--- src/rtl/fb_rle_uart_tx.sv ---
// Framebuffer run-length encoder: reads FRAME_SIZE bytes from a synchronous memory
// and streams (count, value) pairs to a byte uart using a tx_start/tx_busy handshake.
module fb_rle_uart_tx #(
  parameter int FRAME_SIZE = 1024,
  parameter int ADDR_W     = 10
) (
  input  logic              clk,
  input  logic              rst_n,
  input  logic              start,
  output logic              busy,
  output logic              done,
  output logic              mem_rd,
  output logic [ADDR_W-1:0] mem_addr,
  input  logic [7:0]        mem_data,
  output logic              tx_start,
  output logic [7:0]        tx_byte,
  input  logic              tx_busy
);
  localparam logic [ADDR_W:0] FRAME_END = (ADDR_W+1)'(FRAME_SIZE);
  localparam logic [ADDR_W:0] ADDR_ONE  = (ADDR_W+1)'(1);

  typedef enum logic [3:0] {
    IDLE, READ, CAPTURE, EMIT_CNT, EMIT_VAL, TX_WAIT_HI, TX_WAIT_LO, AFTER_VAL, FINISH
  } state_t;

  state_t          state, state_nx, ret_state, ret_nx;
  logic [ADDR_W:0] rd_addr, rd_addr_nx;
  logic [7:0]      run_val, run_val_nx;
  logic [7:0]      run_cnt, run_cnt_nx;
  logic [7:0]      pend_val, pend_val_nx;
  logic            have_pend, have_pend_nx;
  logic            last, last_nx;
  logic            run_break;
  logic            in_wait;

  always_ff @(posedge clk or negedge rst_n) begin
    if (!rst_n) begin
      state     <= IDLE;
      ret_state <= IDLE;
      rd_addr   <= '0;
      run_val   <= 8'h00;
      run_cnt   <= 8'h00;
      pend_val  <= 8'h00;
      have_pend <= 1'b0;
      last      <= 1'b0;
    end else begin
      state     <= state_nx;
      ret_state <= ret_nx;
      rd_addr   <= rd_addr_nx;
      run_val   <= run_val_nx;
      run_cnt   <= run_cnt_nx;
      pend_val  <= pend_val_nx;
      have_pend <= have_pend_nx;
      last      <= last_nx;
    end
  end

  always_comb begin
    state_nx     = state;
    ret_nx       = ret_state;
    rd_addr_nx   = rd_addr;
    run_val_nx   = run_val;
    run_cnt_nx   = run_cnt;
    pend_val_nx  = pend_val;
    have_pend_nx = have_pend;
    last_nx      = last;
    run_break    = 1'b0;
    case (state)
      IDLE: begin
        if (start) begin
          rd_addr_nx   = '0;
          have_pend_nx = 1'b0;
          last_nx      = 1'b0;
          state_nx     = READ;
        end
      end
      READ: begin
        rd_addr_nx = rd_addr + ADDR_ONE;
        state_nx   = CAPTURE;
      end
      CAPTURE: begin
        // rd_addr was already advanced, so the first byte of the frame shows up as rd_addr==1
        if (rd_addr == ADDR_ONE) begin
          run_val_nx = mem_data;
          run_cnt_nx = 8'h00;
        end else if (mem_data == run_val && run_cnt != 8'hFF) begin
          run_cnt_nx = run_cnt + 8'd1;
        end else begin
          run_break    = 1'b1;
          pend_val_nx  = mem_data;
          have_pend_nx = 1'b1;
          state_nx     = EMIT_CNT;
        end
        if (!run_break) begin
          if (rd_addr < FRAME_END) begin
            state_nx = READ;
          end else begin
            last_nx      = 1'b1;
            have_pend_nx = 1'b0;
            state_nx     = EMIT_CNT;
          end
        end
      end
      EMIT_CNT: begin
        if (!tx_busy) begin
          ret_nx   = EMIT_VAL;
          state_nx = TX_WAIT_HI;
        end
      end
      EMIT_VAL: begin
        if (!tx_busy) begin
          ret_nx   = AFTER_VAL;
          state_nx = TX_WAIT_HI;
        end
      end
      TX_WAIT_HI: if (tx_busy) state_nx = TX_WAIT_LO;
      TX_WAIT_LO: if (!tx_busy) state_nx = ret_state;
      AFTER_VAL: begin
        // the byte that broke the run seeds the next run
        if (have_pend) begin
          run_val_nx   = pend_val;
          run_cnt_nx   = 8'h00;
          have_pend_nx = 1'b0;
        end
        if (last && !have_pend) begin
          state_nx = FINISH;
        end else if (rd_addr < FRAME_END) begin
          state_nx = READ;
        end else begin
          last_nx  = 1'b1;
          state_nx = EMIT_CNT;
        end
      end
      FINISH:  state_nx = IDLE;
      default: state_nx = IDLE;
    endcase
  end

  assign in_wait  = (state == TX_WAIT_HI) || (state == TX_WAIT_LO);
  assign busy     = (state != IDLE) && (state != FINISH);
  assign done     = (state == FINISH);
  assign mem_rd   = (state == READ);
  assign mem_addr = rd_addr[ADDR_W-1:0];
  assign tx_start = ((state == EMIT_CNT) || (state == EMIT_VAL)) && !tx_busy;

  // tx_byte follows the field being sent until the uart has finished with it
  always_comb begin
    tx_byte = 8'h00;
    if (state == EMIT_VAL || (in_wait && ret_state == AFTER_VAL)) begin
      tx_byte = run_val;
    end else if (state == EMIT_CNT || (in_wait && ret_state == EMIT_VAL)) begin
      tx_byte = run_cnt;
    end
  end

endmodule

--- config.mk ---
export PLATFORM = sky130hd
export DESIGN_NAME = fb_rle_uart_tx
export DESIGN_NICKNAME = d
export VERILOG_FILES = /design/src/rtl/fb_rle_uart_tx.sv
export SDC_FILE = /design/constraint.sdc
export NUM_CORES = 1
export LEC_CHECK = 0
export CAP_MARGIN = 10
export CORE_MARGIN = 3
export CORE_UTILIZATION = 50
export CTS_CLUSTER_SIZE = 20
export DETAILED_ROUTE_END_ITERATION = 8
export PLACE_DENSITY = 0.76
export SETUP_SLACK_MARGIN = 0.1
export SLEW_MARGIN = 0
export SYNTH_ARGS = -nofsm -noshare
export SYNTH_HDL_FRONTEND = slang
export SYNTH_SLANG_ARGS = --single-unit
--- constraint.sdc ---
create_clock -name clk -period 1.8 [get_ports clk]
set_input_delay 0.18 -clock clk [delete_from_list [all_inputs] [get_ports clk]]
set_output_delay 0.18 -clock clk [all_outputs]
set_load 0.1 [all_outputs]
==> impl_metrics.json, run 1 <==
{
  "p_comb_share_pct": 72.9,
  "fp.coreArea_mm2": 0.00485,
  "grt_pass1_vias": 2623,
  "cts_buffers": 5,
  "first_pass_iters": 5,
  "root_buffer": "clkbuf_8",
  "p_clk_share_pct": 8.2,
  "dp.cells": 409,
  "fin_cells": 450,
  "cts.sinks": 43,
  "path_class": "register to primary output",
  "clkSlewWorstSetupHoldPaths_ps": 90,
  "violations": "negative setup slack",
  "cp.arrival_ps": 1930,
  "synth_flop_cell": "dfrtp_1",
  "dieWidth_um": 77.8,
  "synthTopCellsByArea": "dfrtp_1, nand2_1, o21ai_0",
  "p_total_mw": 8.64,
  "hold_viol": 0,
  "outcome": "complete, but fails checks",
  "wl_per_cell_um": 20.4,
  "antenna_cells": 0,
  "finClkSkew_ps": 8.86,
  "synth_edf_count": 0,
  "dp_hpwl_um": 4820,
  "areaGrowthSynthToFinish_pct": 65.7,
  "syn-cell-area_mm2": 0.00257,
  "hold_path.class": "input port to asynchronous set/reset pin",
  "p_per_area_mw_per_mm2": 2020,
  "io_pins": 34,
  "end_kind": "primary output",
  "start_util_pct": 53.1,
  "cp-start-kind": "register",
  "ir_drop_mv": 1.54,
  "r2r_slack_ps": -270,
  "drtIter0Drc": 284,
  "io_buffers": 33,
  "synth_most_common_cell": "dfrtp_1",
  "synth_top_area_share_pct": 41.8,
  "wl_um": 9200,
  "gp_congestion": 0.868,
  "ys_types": 52,
  "drc_errors": 0,
  "clock_latency_ps": 310,
  "swShare_pct": 48.5,
  "setup_viol": 40,
  "cts-htree-levels": 2,
  "syn_inst": 278,
  "cts_tree": "done",
  "die_area_mm2": 0.00605,
  "timing.final.crit_share_pct": 117,
  "internal_power_mw": 4.45,
  "pwr-share-seq_pct": 18.9,
  "synth-async-reset-ratio_pct": 100,
  "synth.avg_cell_area_um2": 9.26,
  "maxCapViolCount": 0,
  "worst_pin_slew_ps": 586,
  "synth_commonest_cells": "dfrtp_1, nand2_1, nor2_1",
  "max_slew_margin_pct": 60.9,
  "num_vias": 2736,
  "fmax_mhz": 475,
  "yosys_warnings": 0,
  "grt_max_degree": 44,
  "cp_data_required_time_ps": 1620,
  "die_h_um": 77.8,
  "ys_seq_area_share_pct": 41.8,
  "grt_pass1_wl_um": 12900,
  "max-clock-path-buffers": 2,
  "slew_violations": 0,
  "finalNetCount": 397,
  "track_usage_pct": 26.6,
  "grt_remaining_overflow": 0,
  "syn_nets": 293,
  "power.switching_mw": 4.19,
  "rsz0062_at_grt": "true",
  "worst_slack_ps": -305,
  "worstPathMaxFanout": 8,
  "rows": 25,
  "antenna_left": 0,
  "antenna_found_initial": 0,
  "fin_crit_ps": 2110,
  "power_leakage_nw": 1.86,
  "drive_gt1_share_pct": 49.6,
  "ys_ff_latch": 43,
  "avgViaCountPerCell": 6.08,
  "synth_area_leader_cell": "dfrtp_1"
}
==> placed cells by master, fill, tap and decap left out, types with 9 or more instances in the layout <==
master / instances
buf_4: 69
clkdlybuf4s50_1: 10
nor2_1: 10
nor2_4: 12
buf_6: 19
mux2_4: 9
buf_12: 19
dfrtp_1: 42
nand2_1: 33
o21ai_1: 13
==> per-stage QoR <==
step | setup TNS [ps] | util [%] | worst slack, ps | hold slack (ps) | cell area (um2)
detailed placement | -4420 | 72.6 | -318 | 289 | 3520
finish | -6550 | 88.0 | -305 | 489 | 4270
global placement | -2850 | 72.6 | -214 | 291 | 3520
global route | -8960 | 88.0 | -334 | 532 | 4270
CTS | -3310 | 79.9 | -221 | 506 | 3870
floorplan | -1740 | - | -184 | -116 | 2710
==> final timing paths <==
check,start,to,cells after the start
setup / recovery,state[1]$_DFFE_PN0P_,tx_byte[5],9
hold / removal,rst_n,run_val[4]$_DFFE_PN0P_,3
setup reg to reg,rd_addr[1]$_DFFE_PN0P_,run_cnt[7]$_DFFE_PN0P_,8
hold reg to reg,pend_val[1]$_DFFE_PN0P_,pend_val[1]$_DFFE_PN0P_,1
max in group asynchronous,rst_n,rd_addr[8]$_DFFE_PN0P_,3
min in group clk,pend_val[1]$_DFFE_PN0P_,pend_val[1]$_DFFE_PN0P_,1
==> power by group through the flow <==
| stage | logic (mW) | registers, mW | clock network (mW) |
|---|---|---|---|
| final | 6.30 | 1.63 | 0.708 |
| after global routing | 6.56 | 1.66 | 0.751 |
| after CTS | 5.37 | 1.57 | 0.689 |
| after detailed placement | 4.84 | 1.57 | 0 |
| after global placement | 4.75 | 1.56 | 0 |
| after floorplan | 3.30 | 1.58 | 0 |
==> logic make-up after synthesis <==
family                     Yosys count  share of synthesized area [%]
buffers and inverters               30                           7.00
AOI/OAI and AO/OA                   69                           18.1
xor gates and xnor gates             8                           2.72
DFF                                 43                           41.8
muxes                               12                           6.32
adders and majority gates            4                           1.85
and+or+nand+nor                    112                           22.3
==> registers in the layout (all words and copies together), names as in the netlist <==
signal     flops
have_pend      1
last           1
pend_val       8
rd_addr       11
ret_state      2
run_cnt        8
run_val        8
state          4
==> worst max-delay path: stages (launching register included) <==
cell      delay (ps)
dfrtp_1          420
buf_6            150
buf_4            140
nand2b_4          60
nor2_2            40
a21oi_1          150
nor2_1            80
buf_6            150
a22o_4           240
buf_12           170
==> timing repair <==
action / 4_1_cts / 5_1_grt
gates cloned: 0 / 1
setup endpoints to repair: 42 / 50
pin swaps: 18 / 30
endpoints found under the hold margin: 43 / 0
gates resized for setup: 29 / 72
hold buffers: 1 / 0
buffers inserted: 15 / 18
==> routing by layer <==
layer  vias to the layer above  GRT usage, %  routed length (um)
met4                         0          8.01                 354
li1                       1218             -                   -
met1                      1314          32.9                3450
met5                         -             0                   0
met2                       167          47.0                4790
met3                        37          4.64                 603
==> final cells by class <==
cell class,instances,area [um2]
Fill cell,221,582
Timing Repair Buffer,121,1270
Inverter,6,27.5
Sequential cell,43,1080
Clock buffer,8,100
Multi-Input combinational cell,205,1710
Tap cell,67,83.8
No activity file was read; power rests on OpenSTA's default activity.
==> run 2: changes to the inputs <==
--- a/config.mk
+++ b/config.mk
@@ -10,6 +10,8 @@
 export CORE_UTILIZATION = 50
 export CTS_CLUSTER_SIZE = 20
 export DETAILED_ROUTE_END_ITERATION = 8
+export GPL_ROUTABILITY_DRIVEN = 0
+export HOLD_SLACK_MARGIN = 0.03
 export PLACE_DENSITY = 0.76
 export SETUP_SLACK_MARGIN = 0.1
 export SLEW_MARGIN = 0
==> run 2 against run 1 <==
  * The flow still finishes with violations (negative setup slack)
  * Clock skew up 3.1 ps
  * Combinational power up 2%
  * First-iteration DRC count down 24%
  * Critical path type unchanged
  * Largest power group unchanged
  * Highest routed layer unchanged
==> impl_metrics.json, run 2 (synthesis gave the netlist of run 1 again) <==
{
  "fin_crit_ps": 2090,
  "cp.arrival_ps": 1910,
  "end_kind": "primary output",
  "outcome": "complete, but fails checks",
  "clkSlewWorstSetupHoldPaths_ps": 90,
  "worst_pin_slew_ps": 564,
  "root_buffer": "clkbuf_8",
  "p_total_mw": 8.83,
  "dp_hpwl_um": 4820,
  "setup_viol": 39,
  "finish.utilization_pct": 89.2,
  "cts-htree-levels": 2,
  "maxCapViolCount": 0,
  "largest_reg_flops": 11,
  "fin_cells": 448,
  "rsz0062_at_grt": "true",
  "hold_path.class": "input port to asynchronous set/reset pin",
  "cts.sinks": 43,
  "cts_tree": "done",
  "ff_latch_area_mm2": 0.00108,
  "io_pins": 34,
  "drc_errors": 0,
  "antenna_found_initial": 0,
  "r2r-start": "state[0]$_DFFE_PN0P_",
  "fp.coreArea_mm2": 0.00485,
  "grt_pass1_wl_um": 14200,
  "most-common-layout-cells": "buf_4, dfrtp_1, nand2_1, buf_12",
  "areaGrowthSynthToFinish_pct": 68.0,
  "die_h_um": 77.8,
  "fillerInstances": 204,
  "worstSetupStartpoint": "state[0]$_DFFE_PN0P_",
  "track_usage_pct": 30.2,
  "rows": 25,
  "timing.final.crit_share_pct": 116,
  "worstPathMaxFanout": 8,
  "wl_um": 10300,
  "hold_viol": 0,
  "io_buffers": 33,
  "dieWidth_um": 77.8,
  "finalNetCount": 396,
  "num_vias": 2887,
  "clock_latency_ps": 300,
  "multi_input_area_mm2": 0.00173,
  "antenna_cells": 0,
  "finalHoldWorstSlack_ps": 486,
  "path_class": "register to primary output",
  "die_area_mm2": 0.00605,
  "max_slew_margin_pct": 62.4,
  "grt_pass1_vias": 2867,
  "largest-register": "rd_addr",
  "violations": "negative setup slack",
  "wl_per_cell_um": 22.9,
  "worst_slack_ps": -294,
  "fmax_mhz": 477,
  "mostFrequentLayoutCell": "buf_4",
  "cts_buffers": 5,
  "p_per_area_mw_per_mm2": 2040,
  "cp_data_required_time_ps": 1620,
  "grt_remaining_overflow": 0,
  "grt_max_degree": 44,
  "drive_gt1_share_pct": 49.6,
  "antenna_left": 0,
  "cp-start-kind": "register",
  "max-clock-path-buffers": 2,
  "drtIter0Drc": 217,
  "dp.cells": 408,
  "start_util_pct": 53.1,
  "first_pass_iters": 5,
  "power_leakage_nw": 1.91,
  "post-place-ws_ps": -257,
  "avgViaCountPerCell": 6.44,
  "slew_violations": 0,
  "ir_drop_mv": 1.57,
  "finClkSkew_ps": 12.0
}
run 2: changes by cell type in the layout (fill, tap and decap cells not counted), sizes merged:
cell,before,now
bufinv,0,1
buf,109,107
clkinvlp,0,1
clkbuf,9,6
bufbuf,0,1
run 2: final cells by class:
type                            instances  share of cell area (%)
Tap cell                               67                    1.94
Clock buffer                            5                    1.59
Timing Repair Buffer                  120                    30.2
Sequential cell                        43                    24.9
Multi-Input combinational cell        205                    39.9
Clock inverter                          2                   0.868
Inverter                                6                   0.636
run 2: metal layers:
| layer | GRT usage (%) | routed length (um) | up-vias |
|---|---|---|---|
| li1 | - | - | 1214 |
| met1 | 34.8 | 3790 | 1423 |
| met2 | 54.5 | 5270 | 191 |
| met3 | 4.64 | 653 | 59 |
| met4 | 14.2 | 569 | 0 |
| met5 | 0 | 0 | - |
run 2: critical path: stages (launching register included):
cell	delay [ps]
dfrtp_1	400
buf_6	140
maj3_2	330
nor3b_2	220
buf_6	190
a22o_4	160
buf_12	170
run 2: stage by stage:
stage | cell area [um2] | setup TNS, ps
after floorplan | 2710 | -1740
after global placement | 3510 | -2970
after detailed placement | 3510 | -3690
after CTS | 4070 | -3180
after global routing | 4330 | -10420
final | 4330 | -8050
run 2: worst paths after layout:
kind / cells after the start / endpoint / slack (ps)
worst max-delay path: 6 / tx_byte[6] / -290
worst min-delay path: 3 / pend_val[6]$_DFFE_PN0P_ / 490
worst max register to register: 8 / last$_DFFE_PN0P_ / -280
worst min register to register: 1 / pend_val[7]$_DFFE_PN0P_ / 530
max in group asynchronous: 3 / run_cnt[5]$_DFFE_PN0P_ / 930
min in group clk: 1 / pend_val[7]$_DFFE_PN0P_ / 530
run 2: what timing repair did:
action / 4_1_cts / 5_1_grt
setup endpoints to repair: 38 / 51
pin swaps: 14 / 24
hold endpoints to repair: 43 / 0
buffers inserted: 17 / 15
hold buffers: 1 / 0
resized for setup: 57 / 39
gates cloned: 2 / 0
run 2: report_power, final:
group / internal [mW] / switching, mW / leakage, nW / total [mW]
Sequential: 1.30 / 0.332 / 0.523 / 1.64
Combinational: 2.85 / 3.57 / 1.34 / 6.42
Clock: 0.406 / 0.359 / 0.0502 / 0.766
==> run 3: changes to the inputs <==
--- a/config.mk
+++ b/config.mk
@@ -5,7 +5,6 @@
 export SDC_FILE = /design/constraint.sdc
 export NUM_CORES = 1
 export LEC_CHECK = 0
-export CAP_MARGIN = 10
 export CORE_MARGIN = 3
 export CORE_UTILIZATION = 50
 export CTS_CLUSTER_SIZE = 20
==> results of run 3 <==
Same layout as run 2: the final DEF is identical, and so are final timing and power.
